[src/rtl/bcd_calc_pkg.sv]
// ---------------------------------------------------------------------------
// bcd_calc_pkg
//   Shared types and defaults for the BCD calculator blocks.
//   - NDIG_DEF / BIN_W_DEF : default operand digit count / binary result width
//   - ctrl_state_t         : operand controller FSM states
//   - bcd_digit_t          : one packed BCD digit
// ---------------------------------------------------------------------------
package bcd_calc_pkg;

    localparam int NDIG_DEF  = 4;
    localparam int BIN_W_DEF = 14;   // 9999 fits in 14 bits

    typedef enum logic [1:0] {
        ST_IDLE = 2'd0,   // collecting digits
        ST_CONV = 2'd1,   // BCD -> binary, one digit per cycle
        ST_HOLD = 2'd2    // presenting result until accepted
    } ctrl_state_t;

    typedef logic [3:0] bcd_digit_t;

endpackage : bcd_calc_pkg

[src/rtl/bcd_operand_ctrl_if.sv]
// ---------------------------------------------------------------------------
// bcd_operand_ctrl_if
//   Keypad/result bundle for bcd_operand_ctrl.
//   master : keypad + result consumer side (drives key_*, out_ready)
//   slave  : operand controller side (drives out_*, busy, err)
// ---------------------------------------------------------------------------
interface bcd_operand_ctrl_if
    import bcd_calc_pkg::*;
#(
    parameter int NDIG  = NDIG_DEF,
    parameter int BIN_W = BIN_W_DEF
);
    logic               key_valid;
    bcd_digit_t         key_digit;
    logic               key_clr;
    logic               key_enter;
    logic               out_ready;
    logic               out_valid;
    logic [BIN_W-1:0]   out_bin;
    logic [4*NDIG-1:0]  out_bcd;
    logic               busy;
    logic               err;

    modport master (
        output key_valid, key_digit, key_clr, key_enter, out_ready,
        input  out_valid, out_bin, out_bcd, busy, err
    );

    modport slave (
        input  key_valid, key_digit, key_clr, key_enter, out_ready,
        output out_valid, out_bin, out_bcd, busy, err
    );

endinterface : bcd_operand_ctrl_if

[src/rtl/bcd_mac10.sv]
// ---------------------------------------------------------------------------
// bcd_mac10
//   Combinational decimal accumulate step: res = acc*10 + digit, truncated
//   to BIN_W bits. Shared with the calculator datapath.
//   acc   : running binary value
//   digit : next BCD digit (raw 4 bits, values >9 are not filtered here)
//   res   : updated value, modulo 2^BIN_W
// ---------------------------------------------------------------------------
module bcd_mac10
    import bcd_calc_pkg::*;
#(
    parameter int BIN_W = BIN_W_DEF
) (
    input  logic [BIN_W-1:0] acc,
    input  bcd_digit_t       digit,
    output logic [BIN_W-1:0] res
);

    // Everything evaluates at BIN_W, so the wrap is implicit.
    assign res = acc * BIN_W'(10) + BIN_W'(digit);

endmodule : bcd_mac10

[src/rtl/bcd_operand_ctrl.sv]
// ---------------------------------------------------------------------------
// bcd_operand_ctrl
//   Collects up to NDIG BCD digits from a keypad, converts the operand to
//   binary over NDIG cycles (MSD first), and presents the result with a
//   valid/ready handshake.
//
//   clk, rst : clock, synchronous active-high reset
//   bus      : bcd_operand_ctrl_if.slave
//              key_valid/key_digit/key_clr/key_enter in (clr > enter > digit)
//              out_ready in; out_valid/out_bin/out_bcd/busy/err out
//
//   Optional: define BCD_DIGIT_CHECK_EN to reject digits >9 with a one-cycle
//   err pulse; otherwise raw digits are accepted and err is tied low.
// ---------------------------------------------------------------------------
module bcd_operand_ctrl
    import bcd_calc_pkg::*;
#(
    parameter int NDIG  = NDIG_DEF,
    parameter int BIN_W = BIN_W_DEF
) (
    input  logic             clk,
    input  logic             rst,
    bcd_operand_ctrl_if.slave bus
);

    localparam int CNT_W = $clog2(NDIG + 1);
    localparam int IDX_W = (NDIG > 1) ? $clog2(NDIG) : 1;

    ctrl_state_t        state_q, state_d;
    logic [4*NDIG-1:0]  bcd_q,   bcd_d;
    logic [CNT_W-1:0]   cnt_q,   cnt_d;
    logic [IDX_W-1:0]   idx_q,   idx_d;
    logic [BIN_W-1:0]   acc_q,   acc_d;

    bcd_digit_t         cur_digit;
    logic [BIN_W-1:0]   mac_res;
    logic [4*NDIG+3:0]  shifted;
    logic               digit_ok;

    // Digit under conversion, MSD first.
    assign cur_digit = bcd_q[4*idx_q +: 4];
    // New digit enters at the LSD; the old MSD falls off the top.
    assign shifted   = {bcd_q, bus.key_digit};

    bcd_mac10 #(.BIN_W(BIN_W)) u_mac10 (
        .acc   (acc_q),
        .digit (cur_digit),
        .res   (mac_res)
    );

`ifdef BCD_DIGIT_CHECK_EN
    logic err_q, err_d;
    assign digit_ok = (bus.key_digit <= 4'd9);
    assign bus.err  = err_q;
`else
    assign digit_ok = 1'b1;
    assign bus.err  = 1'b0;
`endif

    always_comb begin
        state_d = state_q;
        bcd_d   = bcd_q;
        cnt_d   = cnt_q;
        idx_d   = idx_q;
        acc_d   = acc_q;
`ifdef BCD_DIGIT_CHECK_EN
        err_d   = 1'b0;
`endif
        case (state_q)
            ST_IDLE: begin
                if (bus.key_clr) begin
                    bcd_d = '0;
                    cnt_d = '0;
                    acc_d = '0;
                end else if (bus.key_enter) begin
                    state_d = ST_CONV;
                    acc_d   = '0;
                    idx_d   = IDX_W'(NDIG - 1);
                end else if (bus.key_valid) begin
                    if (!digit_ok) begin
`ifdef BCD_DIGIT_CHECK_EN
                        err_d = 1'b1;
`endif
                    end else if (cnt_q != CNT_W'(NDIG)) begin
                        // Full operand: extra digits are silently dropped.
                        bcd_d = shifted[4*NDIG-1:0];
                        cnt_d = cnt_q + CNT_W'(1);
                    end
                end
            end
            ST_CONV: begin
                // Keys (including clear) are ignored while converting.
                acc_d = mac_res;
                if (idx_q == '0) state_d = ST_HOLD;
                else             idx_d   = idx_q - IDX_W'(1);
            end
            ST_HOLD: begin
                if (bus.key_clr) begin
                    state_d = ST_IDLE;
                    bcd_d   = '0;
                    cnt_d   = '0;
                    acc_d   = '0;
                end else if (bus.out_ready) begin
                    // Result consumed; acc keeps its value but is no longer shown valid.
                    state_d = ST_IDLE;
                    bcd_d   = '0;
                    cnt_d   = '0;
                end
            end
            default: state_d = ST_IDLE;
        endcase
    end

    always_ff @(posedge clk) begin
        if (rst) begin
            state_q <= ST_IDLE;
            bcd_q   <= '0;
            cnt_q   <= '0;
            idx_q   <= '0;
            acc_q   <= '0;
`ifdef BCD_DIGIT_CHECK_EN
            err_q   <= 1'b0;
`endif
        end else begin
            state_q <= state_d;
            bcd_q   <= bcd_d;
            cnt_q   <= cnt_d;
            idx_q   <= idx_d;
            acc_q   <= acc_d;
`ifdef BCD_DIGIT_CHECK_EN
            err_q   <= err_d;
`endif
        end
    end

    // All outputs are pure state decodes: no path from out_ready.
    assign bus.out_valid = (state_q == ST_HOLD);
    assign bus.busy      = (state_q == ST_CONV);
    assign bus.out_bin   = acc_q;
    assign bus.out_bcd   = bcd_q;

endmodule : bcd_operand_ctrl

[src/flat_wrapper.sv]
// flat-port wrapper written by rule: the top's interface ports become plain ports
module bcd_operand_ctrl_flat import bcd_calc_pkg::*;
#(
    parameter int NDIG  = NDIG_DEF,
    parameter int BIN_W = BIN_W_DEF
)
  (clk, rst, bus_key_valid, bus_key_digit, bus_key_clr, bus_key_enter, bus_out_ready, bus_out_valid, bus_out_bin, bus_out_bcd, bus_busy, bus_err);
  bcd_operand_ctrl_if #(.NDIG(NDIG), .BIN_W(BIN_W)) bus_i ();
  input  logic clk;
  input  logic rst;
  input wire logic [$bits(bus_i.key_valid)-1:0] bus_key_valid;
  input wire logic [$bits(bus_i.key_digit)-1:0] bus_key_digit;
  input wire logic [$bits(bus_i.key_clr)-1:0] bus_key_clr;
  input wire logic [$bits(bus_i.key_enter)-1:0] bus_key_enter;
  input wire logic [$bits(bus_i.out_ready)-1:0] bus_out_ready;
  output wire logic [$bits(bus_i.out_valid)-1:0] bus_out_valid;
  output wire logic [$bits(bus_i.out_bin)-1:0] bus_out_bin;
  output wire logic [$bits(bus_i.out_bcd)-1:0] bus_out_bcd;
  output wire logic [$bits(bus_i.busy)-1:0] bus_busy;
  output wire logic [$bits(bus_i.err)-1:0] bus_err;
  assign bus_i.key_valid = bus_key_valid;
  assign bus_i.key_digit = bus_key_digit;
  assign bus_i.key_clr = bus_key_clr;
  assign bus_i.key_enter = bus_key_enter;
  assign bus_i.out_ready = bus_out_ready;
  assign bus_out_valid = bus_i.out_valid;
  assign bus_out_bin = bus_i.out_bin;
  assign bus_out_bcd = bus_i.out_bcd;
  assign bus_busy = bus_i.busy;
  assign bus_err = bus_i.err;
  bcd_operand_ctrl #(.NDIG(NDIG), .BIN_W(BIN_W)) u_core (.clk(clk), .rst(rst), .bus(bus_i));
endmodule
[config.mk]
export PLATFORM = sky130hd
export DESIGN_NAME = bcd_operand_ctrl_flat
export DESIGN_NICKNAME = d
export VERILOG_FILES = /design/src/rtl/bcd_calc_pkg.sv /design/src/rtl/bcd_operand_ctrl_if.sv /design/src/rtl/bcd_mac10.sv /design/src/rtl/bcd_operand_ctrl.sv /design/src/flat_wrapper.sv
export SDC_FILE = /design/constraint.sdc
export NUM_CORES = 1
export LEC_CHECK = 0
export CAP_MARGIN = 20
export CORE_MARGIN = 5
export CORE_UTILIZATION = 52
export CTS_CLUSTER_DIAMETER = 150
export DETAILED_ROUTE_END_ITERATION = 7
export PLACE_DENSITY = 0.8
export SYNTH_ARGS = -nofsm -noshare
export SYNTH_HDL_FRONTEND = slang
export SYNTH_SLANG_ARGS = --single-unit
[constraint.sdc]
create_clock -name clk -period 3.3 [get_ports clk]
set_clock_uncertainty 0.1 [all_clocks]
set_input_delay 0.66 -clock clk [delete_from_list [all_inputs] [get_ports clk]]
set_output_delay 0.66 -clock clk [all_outputs]
set_load 0.005 [all_outputs]
==> impl_metrics.sql, run 1 <==
INSERT INTO impl_metrics (metric_group, metric, value, unit) VALUES
('floorplanning', 'die-height', '76.8', 'um'),
('global_route', 'gr-total-overflow', '0', ''),
('detailed_routing', 'wire_per_inst', '15.4', 'um'),
('place', 'place_ws', '0.158', 'ns'),
('floorplanning', 'design.core.area', '0.00435', 'sq mm'),
('min_path', 'hold_removal_path_class', 'reg2reg', ''),
('critical_path', 'critPathKind', 'reg2reg', ''),
('sta', 'drv_slew', '0', ''),
('clock_network', 'htree_levels', '2', ''),
('logic_synthesis', 'ys_dominant_reg_cell', 'sky130_fd_sc_hd__dfxtp_1', ''),
('logic_synthesis', 'yosys.cell_types.count', '43', ''),
('detailed_routing', 'initialDrtViolationCount', '106', ''),
('place', 'place_hpwl', '3860', 'um'),
('floorplanning', 'io_pins', '43', ''),
('floorplanning', 'dieWidth', '76.8', 'um'),
('logic_synthesis', 'synth_edf_count', '0', ''),
('critical_path', 'critical_path_cell_list', 'ha_1, ha_1, fa_1, a21o_1, a221oi_4, xnor2_1, nand4_1, nor3_2, mux2_1, nand4_1', ''),
('global_route', 'grt_pass1_wl', '8950', 'um'),
('logic_synthesis', 'yosysSeqAreaShare', '0.319', ''),
('critical_path', 'crit_fanout', '4', ''),
('sta', 'tightest_slew', '1.08', 'ns'),
('sta', 'grt_setup_unrepaired', 'no', ''),
('clock_network', 'cts.repair.resized', '0', ''),
('sta', 'finalSetupViolCount', '0', ''),
('place', 'buffer_ports.inserted', '41', ''),
('critical_path', 'critical_path.endpoint_type', 'register', ''),
('cells_and_area', 'sequential_cell_area', '742', 'sq um'),
('critical_path', 'critical_path_required', '3.43', 'ns'),
('detailed_routing', 'routed-via-count', '1947', ''),
('sta', 'min_period', '3.08', 'ns'),
('sta', 'final.period_utilization', '0.934', ''),
('clock_network', 'setup_bufs_post_cts', '0', ''),
('cells_and_area', 'layout.cells.most_common', 'sky130_fd_sc_hd__clkdlybuf4s50_1', ''),
('logic_synthesis', 'synth_nets', '285', ''),
('logic_synthesis', 'synthTopCellsByArea', 'sky130_fd_sc_hd__dfxtp_1, sky130_fd_sc_hd__ha_1, sky130_fd_sc_hd__mux2i_1, sky130_fd_sc_hd__nor2_1, sky130_fd_sc_hd__xnor2_1', ''),
('floorplanning', 'initial_core_util', '0.533', ''),
('detailed_routing', 'firstDrtPassIters', '5', ''),
('detailed_routing', 'route.detailed.drc', '0', ''),
('clock_network', 'clock_tree_from_tritoncts', 'built', ''),
('logic_synthesis', 'ys_seq_elements', '37', ''),
('cells_and_area', 'final_cell_mix', 'sky130_fd_sc_hd__clkdlybuf4s50_1, sky130_fd_sc_hd__nor2_1, sky130_fd_sc_hd__dfxtp_1', ''),
('clock_network', 'clock_path_buffers', '2', ''),
('logic_synthesis', 'postSynth.asyncResetShare', '0', ''),
('clock_network', 'clock_tree.root_cell', 'sky130_fd_sc_hd__clkbuf_8', ''),
('power', 'report.power.total', '0.932', 'mW'),
('cells_and_area', 'fillerInstances', '347', ''),
('power', 'vdd_ir_drop_max', '0.000184', 'V'),
('cells_and_area', 'antenna_cells_inserted', '0', ''),
('clock_network', 'hold_buffers', '0', ''),
('detailed_routing', 'final_antenna_net_count', '0', ''),
('sta', 'fin_tns_setup', '0', 'ns'),
('global_route', 'grt.total_usage', '0.183', ''),
('clock_network', 'clock_sinks', '37', ''),
('critical_path', 'cp_slowest_cell', 'sky130_fd_sc_hd__fa_1', ''),
('sta', 'relSlewSlack', '0.279', ''),
('status', 'run_status', 'finished clean', ''),
('critical_path', 'crit_path_arrival_time', '3.21', 'ns'),
('sta', 'timing.final.ws_setup', '0.218', 'ns'),
('cells_and_area', 'final_net_count', '325', ''),
('detailed_routing', 'via_per_inst', '5.71', ''),
('power', 'cellPowerDensity', '323', 'mW/mm^2'),
('sta', 'fmax', '324', 'MHz'),
('global_route', 'maximum_number_of_pins_on_one_net_before_global_route_repair', '20', ''),
('critical_path', 'max_stage_delay', '0.44', 'ns'),
('sta', 'hold_fails_final_rpt', '0', ''),
('logic_synthesis', 'yosys_warnings', '0', ''),
('critical_path', 'worstSetupStartpointType', 'register', ''),
('logic_synthesis', 'cell_accounting_for_the_most_synthesized_area', 'sky130_fd_sc_hd__dfxtp_1', ''),
('logic_synthesis', 'cell_area_after_technology_mapping', '0.00232', 'sq mm'),
('floorplanning', 'die-area', '0.00590', 'sq mm'),
('cells_and_area', 'multiInputGateArea', '0.00152', 'sq mm');
[sequential cells by signal, summed over array words and instances, names as in the netlist]
signal and cells:
u_core.bus.out_bin 14, u_core.cnt_q 3, u_core.state_q 2, u_core.idx_q 2, u_core.bus.out_bcd 16
[cells by family (layout without fill, tap and decap cells)]
group	count (synthesis)	in the layout	share of synthesized area
AO/OA/AOI/OAI	42	42	0.137
adder cells (fa/ha/maj)	27	27	0.152
AND/OR/NAND/NOR	80	80	0.164
flip-flops	37	37	0.319
XOR/XNOR	20	20	0.0755
multiplexers	22	22	0.117
buffers and inverters	19	60	0.0334
other	1	1	0.00162
[per-stage QoR]
stage	cells	cell area [sq um]	hold WS, ns	utilization
floorplan	248	2320	0.352	-
global placement	333	2770	0.351	0.637
detailed placement	333	2770	0.354	0.637
finish	341	2880	0.368	0.662
CTS	341	2870	0.373	0.659
global route	341	2880	0.398	0.662
[critical path, delay by kind of cell, from the launching register on]
| family | cells | cell delay, ns |
|---|---|---|
| flops | 1 | 0.39 |
| xor+xnor | 1 | 0.20 |
| fa+ha+maj | 3 | 0.94 |
| simple gates | 3 | 0.48 |
| compound gates | 2 | 0.57 |
| mux | 1 | 0.35 |
[report_power, final]
part | switching [mW] | internal (mW) | total, mW
combinational | 0.0617 | 0.0611 | 0.123
clock | 0.166 | 0.169 | 0.336
sequential | 0.0146 | 0.458 | 0.473
total | 0.243 | 0.689 | 0.932
[cells in the mapped netlist, drive strengths merged (3+ instances only)]
| cell type | number |
|---|---|
| dfxtp | 37 |
| nand4 | 4 |
| nor2b | 3 |
| a22oi | 12 |
| nand3 | 3 |
| xnor2 | 14 |
| mux2i | 17 |
| and3 | 3 |
| ha | 25 |
| a22o | 3 |
| buf | 4 |
| mux4 | 4 |
| a221oi | 4 |
| xor2 | 6 |
| nand2b | 4 |
| a21o | 4 |
| inv | 8 |
| o21ai | 5 |
| a21oi | 4 |
| clkbuf | 7 |
| nand2 | 8 |
| nor2 | 41 |
| nor3 | 7 |
[area by class of cell]
class	instances	area share
clock inverters	2	0.00477
flip-flops and latches	37	0.257
repair buffers	44	0.150
well taps	52	0.0226
inverters	8	0.0104
clock buffers	6	0.0286
multi-input cells	192	0.526
[layer usage]
layer,global-route usage,vias to the layer above,share of wire
li1,-,963,-
met2,0.301,46,0.47
met4,0.0699,0,0.026
met5,0,-,0
met3,0.0550,13,0.047
met1,0.222,925,0.46
[final timing paths]
check | start | depth (start not counted) | slack (ns) | endpoint
setup reg to reg | u_core.bus.out_bin[3] | 10 | 0.22 | u_core.bus.out_bin[13]
hold reg to reg | u_core.bus.out_bin[13] | 2 | 0.37 | u_core.bus.out_bin[13]
hold / removal | u_core.bus.out_bin[13] | 2 | 0.37 | u_core.bus.out_bin[13]
setup / recovery | u_core.bus.out_bin[3] | 10 | 0.22 | u_core.bus.out_bin[13]
Note: power is estimated with default switching activity, not from simulation.
==> run 2, diff against run 1 <==
--- a/config.mk
+++ b/config.mk
@@ -6,6 +6,7 @@
 export NUM_CORES = 1
 export LEC_CHECK = 0
 export CAP_MARGIN = 20
+export CORE_ASPECT_RATIO = 1.4
 export CORE_MARGIN = 5
 export CORE_UTILIZATION = 52
 export CTS_CLUSTER_DIAMETER = 150
==> run 2 against run 1 <==
Compared with the run above:
- non-clock buffer count grew 1
- combinational power hardly changed
- hold slack better by 0.010 ns
- final cell count up 2.6%
- clock power shrank 7.7%
==> impl_metrics.sql, run 2 (same netlist as run 1, synthesis figures left out) <==
INSERT INTO impl_metrics (metric_group, metric, value, unit) VALUES
('status', 'run_status', 'finished clean', ''),
('place', 'dp_cells', '342', ''),
('cells_and_area', 'final_cell_mix', 'sky130_fd_sc_hd__clkdlybuf4s50_1, sky130_fd_sc_hd__nor2_1, sky130_fd_sc_hd__dfxtp_1', ''),
('global_route', 'gr-total-overflow', '0', ''),
('cells_and_area', 'largest_register_ff_count', '16', ''),
('critical_path', 'critPathKind', 'reg2reg', ''),
('floorplanning', 'io_pins', '43', ''),
('place', 'buffer_ports.inserted', '41', ''),
('power', 'seq_power_share', '0.522', ''),
('clock_network', 'clock_tree_from_tritoncts', 'built', ''),
('cells_and_area', 'sequential_cell_area', '742', 'sq um'),
('sta', 'tightest_slew', '0.964', 'ns'),
('critical_path', 'worstSetupStartpointType', 'register', ''),
('detailed_routing', 'final_antenna_net_count', '0', ''),
('critical_path', 'worstReg2RegEnd', 'u_core.bus.out_bin[13]', ''),
('cells_and_area', 'post-route-util', '0.674', ''),
('cells_and_area', 'drive_above_1_share', '0.0828', ''),
('critical_path', 'crit_family', 'adder cells', ''),
('sta', 'hold_slack', '0.379', 'ns'),
('cells_and_area', 'final_net_count', '326', ''),
('power', 'report.power.total', '0.906', 'mW'),
('critical_path', 'worst-r2r-setup-slack', '0.17', 'ns'),
('power', 'power.net_switching', '0.240', 'mW'),
('clock_network', 'clock_sinks', '37', ''),
('floorplanning', 'die-height', '89.1', 'um'),
('power', 'power_report.internal_total', '0.667', 'mW'),
('detailed_routing', 'routed-via-count', '1938', ''),
('sta', 'hold_fails_final_rpt', '0', ''),
('power', 'vdd_ir_drop_max', '0.000345', 'V'),
('clock_network', 'htree_levels', '2', ''),
('floorplanning', 'initial_core_util', '0.543', ''),
('critical_path', 'crit_fanout', '4', ''),
('place', 'placer_congestion_estimate', '0.860', ''),
('min_path', 'hold_path_startpoint', 'u_core.bus.out_bin[13]', ''),
('floorplanning', 'die-area', '0.00592', 'sq mm'),
('clock_network', 'clock_path_buffers', '2', ''),
('critical_path', 'setup.worst_path.start', 'u_core.bus.out_bin[3]', ''),
('clock_network', 'clk_latency', '0.29', 'ns'),
('global_route', 'grt.total_usage', '0.200', ''),
('power', 'total_leakage_power', '1.26', 'nW'),
('min_path', 'timing.hold.worst_endpoint', 'u_core.bus.out_bin[13]', ''),
('critical_path', 'worst_r2r_startpoint', 'u_core.bus.out_bin[3]', ''),
('cells_and_area', 'final_area', '0.00288', 'sq mm'),
('detailed_routing', 'wire_per_inst', '14.7', 'um'),
('clock_network', 'hold_buffers', '0', ''),
('power', 'cellPowerDensity', '314', 'mW/mm^2'),
('clock_network', 'cts.clk_slew.worst_paths', '0.08', 'ns'),
('critical_path', 'crit_path_arrival_time', '3.27', 'ns'),
('detailed_routing', 'initialDrtViolationCount', '55', ''),
('power', 'comb_power_share', '0.136', ''),
('global_route', 'grt_pass1_wl', '9170', 'um'),
('floorplanning', 'design.core.area', '0.00427', 'sq mm'),
('clock_network', 'clock_tree.root_cell', 'sky130_fd_sc_hd__clkbuf_8', ''),
('sta', 'min_period', '3.13', 'ns'),
('clock_network', 'cts.repair.resized', '0', ''),
('global_route', 'maximum_number_of_pins_on_one_net_before_global_route_repair', '20', ''),
('floorplanning', 'dieWidth', '66.5', 'um'),
('critical_path', 'critical_path_cell_list', 'ha_1, ha_1, fa_1, a21o_1, a221oi_2, xnor2_1, nand4_1, nor3_2, mux2_1, nand4_1', ''),
('place', 'place_ws', '0.161', 'ns'),
('sta', 'drv_slew', '0', ''),
('clock_network', 'setup_bufs_post_cts', '0', ''),
('cells_and_area', 'layout.cells.most_common', 'sky130_fd_sc_hd__clkdlybuf4s50_1', ''),
('critical_path', 'critical_path_buf_inv_count', '0', ''),
('detailed_routing', 'totalWireLength', '5160', 'um'),
('place', 'postPlaceCellArea', '0.00279', 'sq mm'),
('critical_path', 'reg2reg_depth', '10', ''),
('detailed_routing', 'via_per_inst', '5.54', ''),
('power', 'share_clk_of_total_power', '0.342', ''),
('detailed_routing', 'firstDrtPassIters', '4', ''),
('critical_path', 'critical_path_required', '3.44', 'ns'),
('cells_and_area', 'area_growth_syn_to_layout', '24.2', '%'),
('cells_and_area', 'fillerInstances', '343', ''),
('global_route', 'first_global_vias', '2028', ''),
('min_path', 'hold_removal_path_class', 'reg2reg', ''),
('sta', 'fmax', '319', 'MHz'),
('critical_path', 'cp_slowest_cell', 'sky130_fd_sc_hd__fa_1', ''),
('min_path', 'worstHoldPathCells', '2', ''),
('sta', 'relSlewSlack', '0.357', ''),
('sta', 'timing.final.ws_setup', '0.166', 'ns'),
('sta', 'final.period_utilization', '0.950', ''),
('sta', 'grt_setup_unrepaired', 'no', ''),
('detailed_routing', 'route.detailed.drc', '0', ''),
('cells_and_area', 'post_layout_nonfiller_instances', '350', ''),
('clock_network', 'numCtsBuffers', '5', ''),
('power', 'net_sw_frac', '0.264', ''),
('floorplanning', 'rows', '28', ''),
('critical_path', 'max_stage_delay', '0.45', 'ns'),
('global_route', 'number_of_antenna_violations_at_the_first_check_in_global_routing', '0', ''),
('flow_run', 'drv_cap', '0', ''),
('critical_path', 'critical_path.endpoint_type', 'register', ''),
('sta', 'finalSetupViolCount', '0', ''),
('sta', 'fin_tns_setup', '0', 'ns'),
('cells_and_area', 'multiInputGateArea', '0.00151', 'sq mm'),
('cells_and_area', 'antenna_cells_inserted', '0', ''),
('place', 'place_hpwl', '3930', 'um');
run 2: cell types whose count changed in the layout (fill, tap and decap cells not counted), sizes merged:
| cell | previous run | this run |
|---|---|---|
| buf | 3 | 4 |
run 2: cell type report:
| type | instances | share of cell area |
|---|---|---|
| Clock buffer | 6 | 0.0252 |
| Clock inverter | 2 | 0.00347 |
| Multi-Input combinational cell | 192 | 0.525 |
| Sequential cell | 37 | 0.257 |
| Timing Repair Buffer | 45 | 0.153 |
| Tap cell | 60 | 0.0260 |
| Inverter | 8 | 0.0104 |
run 2: worst reg2reg max path, delay by kind of cell (launching register included):
kind                       cells  cell delay (ns)
and+or+nand+nor                3             0.50
AOI/OAI and AO/OA              2             0.56
adders and majority gates      3             0.96
DFF                            1             0.40
muxes                          1             0.35
xor gates and xnor gates       1             0.20
run 2: per-layer routing:
metal | share of wire | track usage
met5 | 0 | 0
met4 | 0.026 | 0.0906
met3 | 0.035 | 0.0365
met2 | 0.53 | 0.366
met1 | 0.41 | 0.221
run 2: worst max path at each step:
stage	to	slack [ns]	cells past startpoint
3_5_place_dp	u_core.bus.out_bin[13]	0.16	10
5_1_grt	u_core.bus.out_bin[13]	0.02	10
2_1_floorplan	u_core.bus.out_bin[13]	0.32	10
4_1_cts	u_core.bus.out_bin[13]	0.13	10
3_3_place_gp	u_core.bus.out_bin[13]	0.23	10
6_report	u_core.bus.out_bin[13]	0.17	10
run 2: power by group through the flow:
stage | Combinational, mW | Clock, mW | Sequential (mW)
5_1_grt | 0.137 | 0.333 | 0.476
4_1_cts | 0.124 | 0.317 | 0.473
2_1_floorplan | 0.0829 | 0 | 0.478
3_3_place_gp | 0.121 | 0 | 0.483
6_report | 0.124 | 0.310 | 0.473
3_5_place_dp | 0.123 | 0 | 0.484
